### config.mk
export PLATFORM = sky130hd
export DESIGN_NAME = eightbit
export DESIGN_NICKNAME = d
export VERILOG_FILES = /design/src/rtl/eightbit.sv
export SDC_FILE = /design/constraint.sdc
export NUM_CORES = 1
export LEC_CHECK = 0
export BUFFER_PORTS_ARGS = -buffer_cell sky130_fd_sc_hd__buf_2
export CAP_MARGIN = 10
export CORE_AREA = 2 2 86 88
export CTS_CLUSTER_SIZE = 24
export DETAILED_ROUTE_END_ITERATION = 12
export DIE_AREA = 0 0 88 90
export HOLD_SLACK_MARGIN = 0.15
export PLACE_DENSITY = 0.75
export SLEW_MARGIN = 30
export SYNTH_ARGS = -nofsm -noshare
export SYNTH_HDL_FRONTEND = slang
export SYNTH_SLANG_ARGS = --single-unit
### constraint.sdc
create_clock -name clk -period 4.1 [get_ports clk]
set_clock_uncertainty 0.05 [all_clocks]
set_input_delay 1.23 -clock clk [delete_from_list [all_inputs] [get_ports clk]]
set_output_delay 1.23 -clock clk [all_outputs]
set_load 0.01 [all_outputs]
### src/rtl/eightbit.sv
// eightbit: minimal 8-bit accumulator CPU with two registers (a, b), an 8-bit pc
// and an 8-bit ir, sharing one 256-byte memory over a req/ready handshake.
// Ports:
//   clk        system clock, rising-edge
//   rst        asynchronous active-low reset
//   addr       memory address of the current transaction (registered)
//   mem_ready  memory completion strobe, honoured only while mem_req=1
//   data_in    memory read data, valid with mem_ready
//   data_out   memory write data (registered, holds outside STORE)
//   mem_req    transaction request (registered)
//   we         1 = write, 0 = read (registered)
module eightbit (
    input  logic       clk,
    input  logic       rst,
    output logic [7:0] addr,
    input  logic       mem_ready,
    input  logic [7:0] data_in,
    output logic [7:0] data_out,
    output logic       mem_req,
    output logic       we
);

    localparam int unsigned DW = 8;

    localparam logic [1:0] OP_JUMP  = 2'b00;
    localparam logic [1:0] OP_LOAD  = 2'b01;
    localparam logic [1:0] OP_STORE = 2'b10;
    localparam logic [1:0] OP_ALU   = 2'b11;

    typedef enum logic [2:0] {
        S_FETCH,
        S_DECODE,
        S_LOAD,
        S_STORE,
        S_SETTLE
    } state_t;

    state_t        state, state_nx;
    logic [DW-1:0] pc, pc_nx;
    logic [DW-1:0] ir, ir_nx;
    logic [DW-1:0] a, a_nx;
    logic [DW-1:0] b, b_nx;
    logic [DW-1:0] addr_nx, dout_nx;
    logic          req_nx, we_nx;

    // Instruction fields
    logic [1:0]    op;
    logic          rsel;
    logic [4:0]    f;
    logic [DW-1:0] data_addr;
    logic [DW-1:0] jump_addr;
    logic [DW-1:0] rsel_val;
    logic [DW-1:0] alu_res;
    logic          handshake;

    assign op        = ir[7:6];
    assign rsel      = ir[5];
    assign f         = ir[4:0];
    assign data_addr = {3'b111, f};
    assign jump_addr = {2'b00, ir[5:0]};
    assign rsel_val  = rsel ? b : a;
    assign handshake = mem_req && mem_ready;

    // ALU: 8-bit wrap-around, f[4:3] ignored
    always_comb begin
        alu_res = '0;
        case (f[2:0])
            3'b000:  alu_res = DW'(a + b);
            3'b001:  alu_res = DW'(a - b);
            3'b010:  alu_res = a & b;
            3'b011:  alu_res = a | b;
            3'b100:  alu_res = a ^ b;
            3'b101:  alu_res = ~a;
            3'b110:  alu_res = {a[6:0], 1'b0};
            default: alu_res = {1'b0, a[7:1]};
        endcase
    end

    // State register, architectural registers and registered bus outputs
    always_ff @(posedge clk or negedge rst) begin
        if (!rst) begin
            state    <= S_FETCH;
            pc       <= '0;
            ir       <= '0;
            a        <= '0;
            b        <= '0;
            addr     <= '0;
            data_out <= '0;
            mem_req  <= 1'b0;
            we       <= 1'b0;
        end else begin
            state    <= state_nx;
            pc       <= pc_nx;
            ir       <= ir_nx;
            a        <= a_nx;
            b        <= b_nx;
            addr     <= addr_nx;
            data_out <= dout_nx;
            mem_req  <= req_nx;
            we       <= we_nx;
        end
    end

    // Next-state and next-output logic; bus outputs are computed for the
    // state being entered so they are registered and glitch-free.
    always_comb begin
        state_nx = state;
        pc_nx    = pc;
        ir_nx    = ir;
        a_nx     = a;
        b_nx     = b;
        addr_nx  = addr;
        dout_nx  = data_out;
        req_nx   = 1'b0;
        we_nx    = 1'b0;

        case (state)
            S_FETCH: begin
                // Right after reset mem_req is still low: raise it first.
                if (handshake) begin
                    ir_nx    = data_in;
                    pc_nx    = DW'(pc + 8'd1);
                    state_nx = S_DECODE;
                end else begin
                    req_nx  = 1'b1;
                    addr_nx = pc;
                end
            end

            S_DECODE: begin
                case (op)
                    OP_JUMP: begin
                        pc_nx    = jump_addr;
                        addr_nx  = jump_addr;
                        req_nx   = 1'b1;
                        state_nx = S_FETCH;
                    end
                    OP_LOAD: begin
                        addr_nx  = data_addr;
                        req_nx   = 1'b1;
                        state_nx = S_LOAD;
                    end
                    OP_STORE: begin
                        addr_nx  = data_addr;
                        dout_nx  = rsel_val;
                        req_nx   = 1'b1;
                        we_nx    = 1'b1;
                        state_nx = S_STORE;
                    end
                    default: begin
                        if (rsel) begin
                            b_nx = alu_res;
                        end else begin
                            a_nx = alu_res;
                        end
                        addr_nx  = pc;
                        req_nx   = 1'b1;
                        state_nx = S_FETCH;
                    end
                endcase
            end

            S_LOAD: begin
                if (handshake) begin
                    if (rsel) begin
                        b_nx = data_in;
                    end else begin
                        a_nx = data_in;
                    end
                    state_nx = S_SETTLE;
                end else begin
                    req_nx = 1'b1;
                end
            end

            S_STORE: begin
                if (handshake) begin
                    state_nx = S_SETTLE;
                end else begin
                    req_nx = 1'b1;
                    we_nx  = 1'b1;
                end
            end

            S_SETTLE: begin
                addr_nx  = pc;
                req_nx   = 1'b1;
                state_nx = S_FETCH;
            end

            default: begin
                state_nx = S_FETCH;
            end
        endcase
    end

endmodule

==> flow_metrics.py, run 1 <==
metrics = {
    "outcome": {
        "status": "finished clean",
    },
    "timing": {
        "relSlewSlack_pct": 56.71,
        "tightest_slew_ps": 649.4,
        "period_minus_slack_ps": 2974,
        "hold_viol_final": 0,
        "max_freq_mhz": 336.2,
        "setup-tns-final_ps": 0,
        "timing.final.crit_share_pct": 72.54,
        "rsz0062_at_grt": "no",
        "report.final.slew_viol_count": 0,
        "setup_viol": 0,
    },
    "layout": {
        "final_cells": 540,
        "diodes": 0,
        "synthToLayoutAreaGrowth_pct": 8.474,
        "fill_cells": 607,
        "regArea_um2": 1326,
        "final_common_cell": "nor2_1",
        "multi_input_area_um2": 2148,
        "drive_gt1_share_pct": 14.51,
        "fin_area_um2": 4020,
        "nets": 480,
        "final_cell_mix": "nor2_1, dfrtp_1, a21oi_1, nand2_1",
    },
    "synthesis": {
        "yosysUniqueCellTypes": 61,
        "yosys_warnings": 0,
        "synth_fp_nets": 460,
        "syn_area_um2": 3706,
        "ys_ff_latch": 53,
        "dominantRegCellSynth": "dfrtp_1",
        "yosysSeqAreaShare_pct": 35.79,
        "async_flop_share_pct": 100.0,
        "synth_cells": 420,
        "avgSynthCellArea_um2": 8.824,
        "synth_edf_count": 0,
    },
    "grt": {
        "grt_start_max_net_pins": 37,
        "grt_pass1_wl_mm": 14.28,
        "gr-total-overflow": 0,
        "grt_pass1_vias": 3043,
        "antenna_found_initial": 0,
        "grt_usage_pct": 22.57,
    },
    "clocking": {
        "clk_path_buf_depth": 2,
        "cts_sinks": 53,
        "holdBufCountCts": 0,
        "cts_setup_buffers": 0,
        "clk_pin_slew_worst_paths_ps": 100,
        "cts_max_level": 2,
        "cts_resized": 0,
        "clk_latency_ps": 310,
        "cts_buffers": 5,
        "cts_tree": "done",
        "cts_root_buf": "clkbuf_8",
    },
    "place": {
        "place_congestion": 0.9002,
        "hpwl_mm": 6.396,
        "port_buffers": 28,
        "dp_cells": 531,
        "dpl_cell_area_um2": 3885,
    },
    "critical_path": {
        "cp.required_ps": 4250,
        "cp_max_fo": 7,
        "crit_type": "reg2reg",
        "crit_arrival_ps": 3120,
        "start_kind": "flip-flop",
        "crit_path_end_kind": "flip-flop",
    },
    "power_and_ir_drop": {
        "cellPowerDensity_nw_per_um2": 989.4,
        "leakage_nw": 1.825,
        "power_mw": 3.978,
        "max-vdd-ir-drop_mv": 0.5399,
    },
    "die": {
        "dieArea_um2": 7920,
        "core_area_um2": 7020,
        "rows": 31,
        "dieHeight_um": 90,
        "start_util_pct": 52.79,
        "ios": 29,
        "die_x_um": 88,
    },
    "detailed_routing": {
        "totalWireLength_mm": 8.614,
        "first_iter_violations": 206,
        "via_per_inst": 5.780,
        "post-route-drc-count": 0,
        "wl_per_cell_um": 15.95,
        "first_pass_iters": 5,
        "drt.antenna.violating_nets": 0,
        "vias": 3121,
    },
    "worst_hold_path": {
        "hold_path.class": "reg2reg",
    },
    "job": {
        "maxCapViolations": 0,
    },
}
power breakdown:
| part | switching, mW | total [mW] | internal, mW |
|---|---|---|---|
| registers | 0.331 | 1.10 | 0.766 |
| clock network | 0.187 | 0.370 | 0.183 |
| logic | 1.39 | 2.51 | 1.12 |
worst max-delay path, cell delays in order, from the launching register on:
cell	delay, ps
dfrtp_1	420
nor3b_4	350
mux2_2	410
fa_1	410
nand2b_1	200
a21oi_1	190
a211oi_1	90
a211o_1	270
a22o_1	190
mux2_2	270
Yosys cell counts, drive strengths merged (3+ instances only):
library cell / n / share of area, %
mux2i: 11 / 3.0
o22ai: 4 / 0.68
a211o: 3 / 0.71
nor2: 55 / 5.8
a211oi: 4 / 0.95
mux2: 7 / 2.2
ha: 28 / 9.5
o32ai: 3 / 0.71
xnor2: 10 / 2.4
nand2b: 13 / 2.2
inv: 25 / 2.5
nand3b: 3 / 0.95
dfrtp: 53 / 36
nand3: 6 / 0.95
nand2: 32 / 3.2
buf: 19 / 3.3
nor2b: 6 / 1.2
nor3: 6 / 0.95
a31o: 3 / 0.71
a21oi: 45 / 6.1
o21ai: 22 / 3.0
a31oi: 11 / 1.9
clkbuf: 4 / 0.41
nor3b: 5 / 1.5
a22oi: 8 / 1.6
and2: 6 / 1.0
sequential cells by signal, indices dropped and copies added (netlist names):
signal / flops
we: 1
ir: 8
state: 3
pc: 8
addr: 8
a: 8
b: 8
mem_req: 1
data_out: 8
per-stage QoR:
stage	setup slack [ps]	util [%]	hold slack [ps]
CTS	1134	56.98	468.1
floorplan	1259	-	417.5
finish	1126	57.26	464.0
global placement	1190	55.34	436.1
global route	1003	57.26	497.3
detailed placement	1142	55.34	445.2
layout make-up:
class	count	area share, %
multi-input combinational	319	53.44
sequential	53	32.99
timing repair buffer	36	5.291
tap	99	3.081
inverter	25	2.334
clock buffer	5	1.712
clock inverter	3	1.152
logic make-up (layout without fill, tap and decap cells):
kind of cell	after synthesis	after routing	share of synthesized area, %
multiplexers	18	18	5.199
XOR/XNOR	11	11	2.600
AO/OA/AOI/OAI	122	122	20.76
adder cells (fa/ha/maj)	29	29	9.993
buffers and inverters	48	69	6.245
AND/OR/NAND/NOR	139	139	19.41
flip-flops	53	53	35.79
metal layers:
metal / global-route usage [%] / wire, um / vias up
met5: 0 / 0 / -
met1: 30.19 / 3765 / 1480
met3: 3.673 / 560 / 17
li1: - / - / 1509
met2: 36.36 / 4100 / 115
met4: 8.333 / 188 / 0
final timing paths:
| path | endpoint | slack (ps) | depth (start not counted) | start |
|---|---|---|---|---|
| max in group asynchronous | data_out[1] | 2720 | 2 | rst |
| worst min-delay path | addr[5] | 460 | 1 | addr[5] |
| worst max-delay path | b[4] | 1130 | 9 | ir[2] |
| worst max register to register | b[4] | 1130 | 9 | ir[2] |
| min in group asynchronous | mem_req | 730 | 1 | rst |
| worst min register to register | addr[5] | 460 | 1 | addr[5] |
No activity file was read; power rests on OpenSTA's default activity.
==> inputs of run 2 (changes only) <==
==> constraint.sdc (replaced) <==
create_clock -name clk -period 3.1 [get_ports clk]
set_clock_uncertainty 0.05 [all_clocks]
set_input_delay 0.93 -clock clk [delete_from_list [all_inputs] [get_ports clk]]
set_output_delay 0.93 -clock clk [all_outputs]
set_load 0.01 [all_outputs]
==> flow_metrics.py, run 2 (synthesized netlist as in run 1, its figures left out) <==
metrics = {
    "timing": {
        "report.final.slew_viol_count": 0,
        "rsz0062_at_grt": "no",
        "period_minus_slack_ps": 2917,
        "max_freq_mhz": 342.8,
        "timing.final.crit_share_pct": 94.11,
        "setup-tns-final_ps": 0,
        "setup_viol": 0,
        "relSlewSlack_pct": 54.83,
        "tightest_slew_ps": 677.5,
        "hold_viol_final": 0,
    },
    "detailed_routing": {
        "via_per_inst": 5.669,
        "wl_per_cell_um": 15.87,
        "vias": 3078,
        "drt.antenna.violating_nets": 0,
        "wl_met3_um": 393,
        "first_iter_violations": 187,
        "first_pass_iters": 5,
        "post-route-drc-count": 0,
        "met1_length_mm": 3.919,
        "dr.max_layer_used": "met4",
        "dr_wl_met2_mm": 4.190,
        "totalWireLength_mm": 8.619,
    },
    "power_and_ir_drop": {
        "max-vdd-ir-drop_mv": 0.6364,
        "p_comb_share_pct": 64.3,
        "power.internal_mw": 2.683,
        "cellPowerDensity_nw_per_um2": 1284,
        "clock_power_share_pct": 7.9,
        "p_switching_mw": 2.481,
        "leakage_nw": 1.831,
        "seq_power_share_pct": 27.8,
        "switching_share_pct": 48.04,
    },
    "outcome": {
        "status": "finished clean",
    },
    "clocking": {
        "cts_buffers": 5,
        "cts_tree": "done",
        "clk_path_buf_depth": 2,
        "cts_max_level": 2,
        "cts_resized": 0,
        "clk_pin_slew_worst_paths_ps": 110,
        "cts_root_buf": "clkbuf_8",
        "holdBufCountCts": 0,
        "cts_setup_buffers": 0,
        "cts_sinks": 53,
        "clk_latency_ps": 310,
    },
    "layout": {
        "drive_gt1_share_pct": 15.09,
        "fill_cells": 641,
        "fin_area_um2": 4021,
        "final_cell_mix": "nor2_1, dfrtp_1, a21oi_1, nand2_1",
        "multi_input_area_um2": 2148,
        "synthToLayoutAreaGrowth_pct": 8.508,
        "regArea_um2": 1326,
        "fin_util_pct": 57.28,
        "diodes": 0,
        "final_common_cell": "nor2_1",
        "nets": 483,
    },
    "critical_path": {
        "cp_max_fo": 6,
        "crit_end": "a[4]",
        "crit_type": "reg2reg",
        "reg2reg_depth": 10,
        "reg2reg_to": "a[4]",
        "crit_arrival_ps": 3070,
        "r2r_slack_ps": 180,
        "crit_path_start": "b[0]",
        "cp.required_ps": 3250,
        "start_kind": "flip-flop",
        "crit_path_end_kind": "flip-flop",
        "r2r_start": "b[0]",
    },
    "die": {
        "start_util_pct": 52.79,
        "dieArea_um2": 7920,
        "die_x_um": 88,
        "rows": 31,
        "dieHeight_um": 90,
        "core_area_um2": 7020,
        "ios": 29,
    },
    "grt": {
        "antenna_found_initial": 0,
        "grt_pass1_wl_mm": 14.21,
        "grt_usage_pct": 22.65,
        "gr-total-overflow": 0,
        "grt_start_max_net_pins": 54,
        "grt_pass1_vias": 2988,
    },
    "place": {
        "port_buffers": 28,
        "place_congestion": 0.9601,
        "hpwl_mm": 6.399,
        "dpl_cell_area_um2": 3928,
    },
    "job": {
        "maxCapViolations": 0,
    },
    "worst_hold_path": {
        "hold_path.class": "reg2reg",
        "min-delay-start": "addr[5]",
    },
}
run 2: cell count changes in the layout (fill, tap and decap cells not counted):
cell and change:
buf_4 +3, bufinv_16 -1, inv_6 +1
run 2: worst max-delay path: stages (launching register included):
cell and delay (ps):
dfrtp_1 440, inv_1 90, ha_1 300, mux2_2 290, fa_1 410, nand2b_1 190, a21oi_1 190, a211oi_1 90
a211o_1 280, a22o_1 190, mux2_2 270
run 2: area by class of cell:
class | count | area share, %
Sequential cell | 53 | 32.98
Clock buffer | 5 | 1.711
Inverter | 25 | 2.334
Timing Repair Buffer | 39 | 5.849
Multi-Input combinational cell | 319 | 53.42
Tap cell | 99 | 3.080
Clock inverter | 3 | 0.6223
run 2: metrics by stage:
stage | power [mW] | setup slack [ps] | cells | hold slack (ps)
2_1_floorplan | 3.960 | 258.6 | 420 | 417.5
3_3_place_gp | 4.653 | 307.7 | 535 | 435.6
3_5_place_dp | 4.732 | 238.9 | 535 | 440.7
4_1_cts | 5.171 | 182.6 | 543 | 466.4
5_1_grt | 5.684 | 51.30 | 543 | 486.0
6_report | 5.163 | 182.6 | 543 | 461.9
run 2: metal layers:
layer / vias up / GRT usage (%)
li1: 1516 / -
met1: 1472 / 30.64
met2: 78 / 38.13
met3: 12 / 2.571
met4: 0 / 5.897
met5: - / 0
run 2: worst min-delay path by stage:
stage / end / slack (ps) / cells past startpoint
5_1_grt: addr[5] / 490 / 1
4_1_cts: addr[5] / 470 / 1
2_1_floorplan: ir[3] / 420 / 2
3_3_place_gp: addr[5] / 440 / 1
6_report: addr[5] / 460 / 1
3_5_place_dp: addr[5] / 440 / 1
run 2: power by group through the flow:
stage	clock, mW	sequential, mW	combinational, mW
CTS	0.429	1.43	3.31
floorplan	0	1.35	2.61
global placement	0	1.42	3.23
detailed placement	0	1.44	3.29
finish	0.409	1.44	3.32
global route	0.449	1.49	3.75
